===== src/rtl/multi_sprite_bouncer_pkg.sv =====
// rtl/multi_sprite_bouncer_pkg.sv - shared types, screen defaults and colour helper for the sprite bouncer
package multi_sprite_bouncer_pkg;

  localparam int SCREEN_W_DEF = 640;
  localparam int SCREEN_H_DEF = 480;

  typedef logic [2:0] colour_t;

  typedef enum logic {
    IDLE,
    UPDATE
  } fsm_state_t;

  // Colour 0 would render black-on-black, so the cycle runs 1..7 and wraps to 1.
  function automatic colour_t next_colour(input colour_t c);
    return (c == 3'd7) ? 3'd1 : c + 3'd1;
  endfunction

endpackage


===== src/rtl/multi_sprite_bouncer_if.sv =====
// rtl/multi_sprite_bouncer_if.sv - video timing in, frame control in, busy and pixel colour out
interface multi_sprite_bouncer_if #(
  parameter int X_W = 10,
  parameter int Y_W = 9
) ();

  logic           frame_tick;
  logic           pause;
  logic           visible;
  logic [X_W-1:0] position_x;
  logic [Y_W-1:0] position_y;
  logic           busy;
  logic [3:0]     r;
  logic [3:0]     g;
  logic [3:0]     b;

  modport master (
    output frame_tick, pause, visible, position_x, position_y,
    input  busy, r, g, b
  );

  modport slave (
    input  frame_tick, pause, visible, position_x, position_y,
    output busy, r, g, b
  );

endinterface


===== src/rtl/multi_sprite_bouncer_sprite_axis_step.sv =====
// rtl/multi_sprite_bouncer_sprite_axis_step.sv - one-axis motion step with edge reflection
module multi_sprite_bouncer_sprite_axis_step #(
  parameter int POS_W = 10,
  parameter int VEL_W = 4,
  parameter int LIMIT = 576
) (
  input  logic        [POS_W-1:0] pos_i,
  input  logic signed [VEL_W-1:0] vel_i,
  output logic        [POS_W-1:0] pos_o,
  output logic signed [VEL_W-1:0] vel_o,
  output logic                    bounce_o
);

  // Two guard bits: one for the sign, one so pos + vel past LIMIT cannot wrap.
  localparam int TW = POS_W + 2;
  localparam logic signed [TW-1:0] LIM = TW'(LIMIT);

  logic signed [TW-1:0] traj;

  always_comb begin
    traj     = $signed({2'b00, pos_i}) + $signed({{(TW-VEL_W){vel_i[VEL_W-1]}}, vel_i});
    pos_o    = pos_i;
    vel_o    = vel_i;
    bounce_o = 1'b0;
    if (traj < 0) begin
      pos_o    = '0;
      vel_o    = -vel_i;
      bounce_o = 1'b1;
    end else if (traj > LIM) begin
      pos_o    = POS_W'(LIMIT);
      vel_o    = -vel_i;
      bounce_o = 1'b1;
    end else begin
      pos_o    = traj[POS_W-1:0];
    end
  end

endmodule


===== src/rtl/multi_sprite_bouncer.sv =====
// rtl/multi_sprite_bouncer.sv - NUM_SPRITES bouncing boxes: shared once-per-frame motion update and
// fixed-priority compositor with registered RGB output
module multi_sprite_bouncer
  import multi_sprite_bouncer_pkg::*;
#(
  parameter int SCREEN_W    = SCREEN_W_DEF,
  parameter int SCREEN_H    = SCREEN_H_DEF,
  parameter int NUM_SPRITES = 4,
  parameter int BOX_W       = 64,
  parameter int BOX_H       = 48,
  parameter int VEL_W       = 4,
  parameter int BG_LEVEL    = 1
) (
  input  logic                  clk,
  input  logic                  rst,
  multi_sprite_bouncer_if.slave vid
);

  localparam int XW   = $clog2(SCREEN_W);
  localparam int YW   = $clog2(SCREEN_H);
  localparam int XLIM = SCREEN_W - BOX_W;
  localparam int YLIM = SCREEN_H - BOX_H;
  localparam int IW   = (NUM_SPRITES > 1) ? $clog2(NUM_SPRITES) : 1;

  logic        [XW-1:0]    x_q   [NUM_SPRITES];
  logic        [YW-1:0]    y_q   [NUM_SPRITES];
  logic signed [VEL_W-1:0] vx_q  [NUM_SPRITES];
  logic signed [VEL_W-1:0] vy_q  [NUM_SPRITES];
  colour_t                 col_q [NUM_SPRITES];

  fsm_state_t state_q, state_d;
  logic [IW-1:0] idx_q, idx_d;

  logic        [XW-1:0]    x_d;
  logic        [YW-1:0]    y_d;
  logic signed [VEL_W-1:0] vx_d;
  logic signed [VEL_W-1:0] vy_d;
  colour_t                 col_d;
  logic                    bounce_x, bounce_y;

  logic [XW:0] px;
  logic [YW:0] py;
  logic        hit_any;
  colour_t     hit_col;
  logic [3:0]  r_q, g_q, b_q, r_d, g_d, b_d;

  function automatic logic [XW-1:0] reset_x(input int i);
    int v;
    v = 32 + i * 96;
    if (v > XLIM) v = XLIM;
    return XW'(v);
  endfunction

  function automatic logic [YW-1:0] reset_y(input int i);
    int v;
    v = 24 + i * 64;
    if (v > YLIM) v = YLIM;
    return YW'(v);
  endfunction

  always_ff @(posedge clk) begin
    if (rst) begin
      state_q <= IDLE;
      idx_q   <= '0;
    end else begin
      state_q <= state_d;
      idx_q   <= idx_d;
    end
  end

  // frame_tick is only looked at in IDLE, so ticks during an update are dropped, not queued.
  always_comb begin
    state_d = state_q;
    idx_d   = idx_q;
    case (state_q)
      IDLE: begin
        if (vid.frame_tick && !vid.pause) begin
          state_d = UPDATE;
          idx_d   = '0;
        end
      end
      UPDATE: begin
        if (idx_q == IW'(NUM_SPRITES - 1)) state_d = IDLE;
        else                               idx_d   = idx_q + 1'b1;
      end
      default: state_d = IDLE;
    endcase
  end

  multi_sprite_bouncer_sprite_axis_step #(
    .POS_W (XW),
    .VEL_W (VEL_W),
    .LIMIT (XLIM)
  ) u_step_x (
    .pos_i    (x_q[idx_q]),
    .vel_i    (vx_q[idx_q]),
    .pos_o    (x_d),
    .vel_o    (vx_d),
    .bounce_o (bounce_x)
  );

  multi_sprite_bouncer_sprite_axis_step #(
    .POS_W (YW),
    .VEL_W (VEL_W),
    .LIMIT (YLIM)
  ) u_step_y (
    .pos_i    (y_q[idx_q]),
    .vel_i    (vy_q[idx_q]),
    .pos_o    (y_d),
    .vel_o    (vy_d),
    .bounce_o (bounce_y)
  );

  // A corner hit bounces both axes but still advances the colour only once.
  assign col_d = (bounce_x || bounce_y) ? next_colour(col_q[idx_q]) : col_q[idx_q];

  always_ff @(posedge clk) begin
    if (rst) begin
      for (int i = 0; i < NUM_SPRITES; i++) begin
        x_q[i]   <= reset_x(i);
        y_q[i]   <= reset_y(i);
        vx_q[i]  <= VEL_W'((i % 2 == 0) ? 2 : -2);
        vy_q[i]  <= VEL_W'((i % 2 == 1) ? 1 : -1);
        col_q[i] <= colour_t'((i % 7) + 1);
      end
    end else if (state_q == UPDATE) begin
      x_q[idx_q]   <= x_d;
      y_q[idx_q]   <= y_d;
      vx_q[idx_q]  <= vx_d;
      vy_q[idx_q]  <= vy_d;
      col_q[idx_q] <= col_d;
    end
  end

  assign px = {1'b0, vid.position_x};
  assign py = {1'b0, vid.position_y};

  // Walk from the highest index down so the lowest-index hit is the one left standing.
  always_comb begin
    hit_any = 1'b0;
    hit_col = '0;
    for (int i = NUM_SPRITES - 1; i >= 0; i--) begin
      if (px >= {1'b0, x_q[i]} && px < {1'b0, x_q[i]} + (XW+1)'(BOX_W) &&
          py >= {1'b0, y_q[i]} && py < {1'b0, y_q[i]} + (YW+1)'(BOX_H)) begin
        hit_any = 1'b1;
        hit_col = col_q[i];
      end
    end
  end

  always_comb begin
    r_d = '0;
    g_d = '0;
    b_d = '0;
    if (vid.visible) begin
      if (hit_any) begin
        r_d = {4{hit_col[0]}};
        g_d = {4{hit_col[1]}};
        b_d = {4{hit_col[2]}};
      end else begin
        r_d = 4'(BG_LEVEL);
        g_d = 4'(BG_LEVEL);
        b_d = 4'(BG_LEVEL);
      end
    end
  end

  always_ff @(posedge clk) begin
    if (rst) begin
      r_q <= '0;
      g_q <= '0;
      b_q <= '0;
    end else begin
      r_q <= r_d;
      g_q <= g_d;
      b_q <= b_d;
    end
  end

  assign vid.busy = (state_q == UPDATE);
  assign vid.r    = r_q;
  assign vid.g    = g_q;
  assign vid.b    = b_q;

endmodule

===== src/flat_wrapper.sv =====
// flat-port wrapper written by rule: the top's interface ports become plain ports
module multi_sprite_bouncer_flat import multi_sprite_bouncer_pkg::*;
#(
  parameter int SCREEN_W    = SCREEN_W_DEF,
  parameter int SCREEN_H    = SCREEN_H_DEF,
  parameter int NUM_SPRITES = 4,
  parameter int BOX_W       = 64,
  parameter int BOX_H       = 48,
  parameter int VEL_W       = 4,
  parameter int BG_LEVEL    = 1
)
  (clk, rst, vid_frame_tick, vid_pause, vid_visible, vid_position_x, vid_position_y, vid_busy, vid_r, vid_g, vid_b);
  multi_sprite_bouncer_if vid_i ();
  input  logic clk;
  input  logic rst;
  input wire logic [$bits(vid_i.frame_tick)-1:0] vid_frame_tick;
  input wire logic [$bits(vid_i.pause)-1:0] vid_pause;
  input wire logic [$bits(vid_i.visible)-1:0] vid_visible;
  input wire logic [$bits(vid_i.position_x)-1:0] vid_position_x;
  input wire logic [$bits(vid_i.position_y)-1:0] vid_position_y;
  output wire logic [$bits(vid_i.busy)-1:0] vid_busy;
  output wire logic [$bits(vid_i.r)-1:0] vid_r;
  output wire logic [$bits(vid_i.g)-1:0] vid_g;
  output wire logic [$bits(vid_i.b)-1:0] vid_b;
  assign vid_i.frame_tick = vid_frame_tick;
  assign vid_i.pause = vid_pause;
  assign vid_i.visible = vid_visible;
  assign vid_i.position_x = vid_position_x;
  assign vid_i.position_y = vid_position_y;
  assign vid_busy = vid_i.busy;
  assign vid_r = vid_i.r;
  assign vid_g = vid_i.g;
  assign vid_b = vid_i.b;
  multi_sprite_bouncer #(.SCREEN_W(SCREEN_W), .SCREEN_H(SCREEN_H), .NUM_SPRITES(NUM_SPRITES), .BOX_W(BOX_W), .BOX_H(BOX_H), .VEL_W(VEL_W), .BG_LEVEL(BG_LEVEL)) u_core (.clk(clk), .rst(rst), .vid(vid_i));
endmodule

===== config.mk =====
export PLATFORM = sky130hd
export DESIGN_NAME = multi_sprite_bouncer_flat
export DESIGN_NICKNAME = d
export VERILOG_FILES = /design/src/rtl/multi_sprite_bouncer_pkg.sv /design/src/rtl/multi_sprite_bouncer_if.sv /design/src/rtl/multi_sprite_bouncer_sprite_axis_step.sv /design/src/rtl/multi_sprite_bouncer.sv /design/src/flat_wrapper.sv
export SDC_FILE = /design/constraint.sdc
export NUM_CORES = 1
export LEC_CHECK = 0
export ABC_CLOCK_PERIOD_IN_PS = 5500
export CAP_MARGIN = 5
export CELL_PAD_IN_SITES_DETAIL_PLACEMENT = 0
export CELL_PAD_IN_SITES_GLOBAL_PLACEMENT = 1
export CORE_MARGIN = 3
export CORE_UTILIZATION = 35
export CTS_CLUSTER_SIZE = 20
export DETAILED_ROUTE_END_ITERATION = 16
export GPL_ROUTABILITY_DRIVEN = 0
export GPL_TIMING_DRIVEN = 0
export MAX_ROUTING_LAYER = met4
export PLACE_DENSITY = 0.71
export SETUP_SLACK_MARGIN = 0.1
export SLEW_MARGIN = 20
export SYNTH_ARGS = -nofsm -noshare
export SYNTH_HDL_FRONTEND = slang
export SYNTH_HIERARCHICAL = 1
export SYNTH_SLANG_ARGS = --single-unit

===== constraint.sdc =====
create_clock -name clk -period 5.5 [get_ports clk]
set_input_delay 1.65 -clock clk [delete_from_list [all_inputs] [get_ports clk]]
set_output_delay 1.65 -clock clk [all_outputs]
set_load 0.02 [all_outputs]

* Word-level counts from Yosys, hierarchy flattened *
Memory sizes are Yosys's and may differ from the RTL's. A register that Yosys moved wholly into a read port is not among the register bits.
Index checks and enable logic that the tools add are counted.

word-level totals
  flip-flop bits (word level) = 9
  bits in writable memories = 120
  input bits = 24
  output and inout port bits = 13
  word-level logic and storage cells = 138
  memories kept = 5

operators by class
  add/subtract/negate cells = 14
  magnitude comparators = 20
  equal/unequal tests = 4
  multiplexer cells = 61
  bitwise gates (word level) = 3
  reduce and logical (&&, ||, !) cells = 23

memories
  memory        depth  bits a word  read ports  clocked after memory_dff  wr ports  RTL line                    RTL
  u_core.x_q    4      10           5           1                         4         multi_sprite_bouncer.sv:25  logic [XW-1:0] x_q [NUM_SPRITES];
  u_core.y_q    4      9            5           1                         4         multi_sprite_bouncer.sv:26  logic [YW-1:0] y_q [NUM_SPRITES];
  u_core.vx_q   4      4            1           1                         4         multi_sprite_bouncer.sv:27  logic signed [VEL_W-1:0] vx_q [NUM_SPRITES];
  u_core.vy_q   4      4            1           1                         4         multi_sprite_bouncer.sv:28  logic signed [VEL_W-1:0] vy_q [NUM_SPRITES];
  u_core.col_q  4      3            5           1                         4         multi_sprite_bouncer.sv:29  colour_t col_q [NUM_SPRITES];

operators with widths
  kind                   number
  $add 10x7->11 const B  4
  $lt 10x11->1           4
  $add 9x6->10 const B   4
  $ge 10x10->1           4
  $lt 9x10->1            4
  $ge 9x9->1             4
  $mux 2                 17
  $mux 10                3
  $mux 9                 3
  $mux 4                 6
  $mux 1                 23
  $mux 3                 7
  $logic_and 1x1->1      13
  $add 11x4->12          1
  $gt 12x11->1 const B   1
  $lt 12x1->1 const B    1
  $add 10x4->11          1
  $gt 11x10->1 const B   1
  $lt 11x1->1 const B    1
  $reduce_or 10->1       1
  $reduce_or 9->1        1
  $neg 4->4              2
  $reduce_or 4->1        2
  $reduce_or 3->1        2
  13 further kinds       15

* Logic depth before layout (Yosys ltp) *
An unclocked memory read counts as a cell.

  depth in word-level cells = 12
  mapped depth = 18
  mapped depth without buffers = 16

* Modules after synthesis *
Netlist, hierarchy kept.

modules (own cells, without submodules)
  module                                                   instances  cells an instance  area each (µm²)  sequential area each (µm²)
  multi_sprite_bouncer                                     1          789                9,014.9          3,823.7
  multi_sprite_bouncer_sprite_axis_step (u_core.u_step_x)  1          118                914.6            0.0
  multi_sprite_bouncer_sprite_axis_step (u_core.u_step_y)  1          120                894.6            0.0

* Worst setup path after synthesis *
OpenSTA, ideal clock, no wires.

  path kind = register to register
  start point = register with a tool-made name
  end point = memory u_core/col_q[0][2] (netlist bit) (data pin)
  setup time = 0.270 ns
  arrival time = 4.483 ns
  data required time = 5.230 ns
  setup slack = 0.747 ns
  cell stages (with the launch flop) = 16
  path buffers = 2
  clock period less this slack = 4.753 ns
  path through = dfxtp_1 buf_2 clkbuf_1 mux4_2 ha_1 fa_1 a21o_1 a221oi_4 o211ai_2 a311oi_4 and2_2 o21ai_2 nor2_1 nor2b_1 a211oi_1 nor2b_1

RTL lines
  item              RTL line
  end: declaration  multi_sprite_bouncer.sv:29

==> metrics <==
status finished, final reports clean; num ports 37; largest net degree at the start of global routing 31; Final Critical Period 5.07 ns; hold_buf cts 0; top cell type by total area after synthesis edfxtp_1; worst hold margin 0.614 ns; Area Overhead vs Synth 14.0%; wire per inst 19.2 microns; Peak supply drop 0.000273 V; Post-synth EDFFs 120; Final #Nets 1,255; Die Wd 182 microns; leakage power total 4.93 nW; Max Root-Sink Buffers 2; HP Class reg2reg; CTS tree yes; synth top area cells edfxtp_1 (33%), ha_1 (17%), mux4_2 (6.2%); vias in the first global route 8,050; CP required 5.67 ns; Final setup violation count 0; Most used DFF post-synth edfxtp_1; DRC errors left 0; RSZ-0062 raised after global routing no; syn nets 1,199; clock slew at reported path FFs 0.06 ns; die area 33,100 sq um; crit path cell chain clkdlybuf4s18_2, clkbuf_4, mux4_2, ha_1, fa_1, a21o_1, a221oi_4, o211ai_2, a311oi_4, and2_2, o21ai_2, nor2_1, nor2b_1, a211oi_2, nor2b_1; sequential fraction of the synthesis area 35.3%; crit-path max FO 10; fin. max-slew vios 0; Async SR Flop Fraction 0%; PD cells 273 nW/um^2; Netlist cell types 103; Iter 0 DRT Violations 551; post-synthesis cell area 10,800 sq um; placed cells 1,452; CP delay by family, top compound AO/OA/AOI/OAI gates; Hold Vio Cnt, Final 0; n_diodes 0; # rows 63; Startpoint Class flop; Worst path max stage delay 0.49 ns; crit path DAT 5.24 ns; Sink Count 131; Critical path buffers and inverters 2; Worst path most repeated cell nor2b_1; Least-Margin Pin Slew 1.03 ns; Clock Latency Late Sink 0.43 ns; Yosys reg bits 131; Port Buffers 35; die height 182 microns; Final Cycle Share 92.1%; reg2reg setup slack 0.43 ns; Clock Tree Root clkbuf_16; Initial Util 36.0%; yosys warns 6; Core Util, Final 41.1%; Critical Path End Type flop; Final ANT Viol Nets 0; Worst Skew 0.00753 ns; post-synthesis cell count 1,027; dpl cell area 11,700 sq um; design area 12,300 sq um; Vias 7,971; gr usage total 18.1%; initial antenna violation count 0; Final Non-Filler Cells 1,486; H-tree depth 4; Critical-path top delay cell clkdlybuf4s18_2; Num CTS Buffers 17; top cell type's share of synthesized area 33.3%; Setup CP Type reg2reg; f_max 197 MHz; Post-DP HPWL 21,500 microns; Total Wirelength 28,500 microns; Vias/cell 5.36; first-pass GRT wire length 45,100 microns; Mapped Avg Cell Area 10.5 sq um; Slew headroom 31.1%; share of layout cells above drive strength 1 11.9%; max-cap check violation count 0; area of the core 30,000 sq um; TritonRoute pass-1 iters 5; Congestion Overflow GR 0
[through the flow]
step	setup slack [ns]	setup TNS [ns]	total power, mW
2_1_floorplan	0.747	0	1.90
3_3_place_gp	-0.529	-5.32	2.16
3_5_place_dp	-0.533	-5.58	2.17
4_1_cts	0.129	0	3.38
5_1_grt	0.105	0	3.56
6_report	0.433	0	3.37
[power by group]
part	internal (mW)	switching, mW	leakage (nW)
clock network	0.764	0.442	0.295
logic	0.423	0.575	3.44
registers	1.13	0.0352	1.20
total	2.32	1.05	4.93
[registers in the layout, summed over array words and instances (netlist names), named ones only]
register         cells
u_core/x_q          40
u_core/vid.r         2
u_core/vy_q         16
u_core/vid.busy      1
u_core/vx_q         16
u_core/vid.g         2
u_core/y_q          36
u_core/vid.b         2
u_core/col_q        12
u_core/idx_q         2
[synthesized netlist by cell type, types with 7 or more instances]
library cell and n:
a21oi_1 47, nand4_1 7, o21ai_0 31, nand2_1 34, a211oi_1 8, o21ai_1 7, xor2_1 11, nor2b_1 21
edfxtp_1 120, nand3_1 22, a31oi_1 11, ha_1 146, dfxtp_1 11, buf_4 9, nand2b_1 51, nor2_1 47
o21a_1 15, inv_1 103, mux2i_1 8, a21o_1 15, xnor2_1 23, and2_1 73, o211ai_1 7, clkbuf_1 18
mux4_2 30, or3_1 7, nor3_1 18
[repair_timing]
item,CTS,global route
resized for setup,9,4
pin swaps,0,1
setup buffers,0,2
setup endpoints to repair,55,11
[placed cells by master (no fill, tap or decap), types with 13 or more instances in the layout]
master / instances
ha_1: 146
edfxtp_1: 120
inv_1: 103
and2_1: 73
nand2b_1: 51
nor2_1: 47
a21oi_1: 47
clkdlybuf4s50_1: 35
nand2_1: 34
o21ai_0: 31
mux4_2: 30
xnor2_1: 23
nand3_1: 22
nor2b_1: 21
nor3_1: 18
clkbuf_16: 17
clkbuf_1: 16
o21a_1: 15
a21o_1: 15
buf_4: 13
[worst paths after layout]
check / from / endpoint / cells past startpoint
worst max-delay path: flop / u_core/col_q[0][2] / 15
worst min-delay path: u_core/col_q[0][2] / u_core/vid.b[1] / 1
worst max register to register: flop / u_core/col_q[0][2] / 15
worst min register to register: u_core/col_q[0][2] / u_core/vid.b[1] / 1
[logic make-up (layout without fill, tap and decap cells)]
group	after synthesis	after routing	share of synthesized area, %
simple gates	324	324	17.4
compound gates	213	213	14.6
fa+ha+maj	148	148	17.2
buf+inv	136	205	5.14
flops	131	131	35.3
mux	41	41	7.47
xor+xnor	34	34	2.75
[worst register-to-register path: cells and delay by family (launching register included)]
family / cells / cell delay, ns
buf+inv: 2 / 0.87
simple gates: 4 / 0.79
fa+ha+maj: 2 / 0.66
mux: 1 / 0.43
flops: 1 / 0.41
compound gates: 6 / 1.67
[area by class of cell]
type	instances	area (sq um)
timing repair buffer	37	365
sequential	131	3820
buffer	33	193
multi-input combinational	760	6450
fill	2898	17700
inverter	103	387
clock buffer	18	429
clock inverter	14	201
tap	390	488
[metal layers]
layer / track usage [%] / wire length [microns]
met5: - / 0
met4: 5.15 / 566
met3: 3.33 / 1450
met2: 28.8 / 13300
met1: 23.6 / 13200
Note: power is estimated with default switching activity, not from simulation.
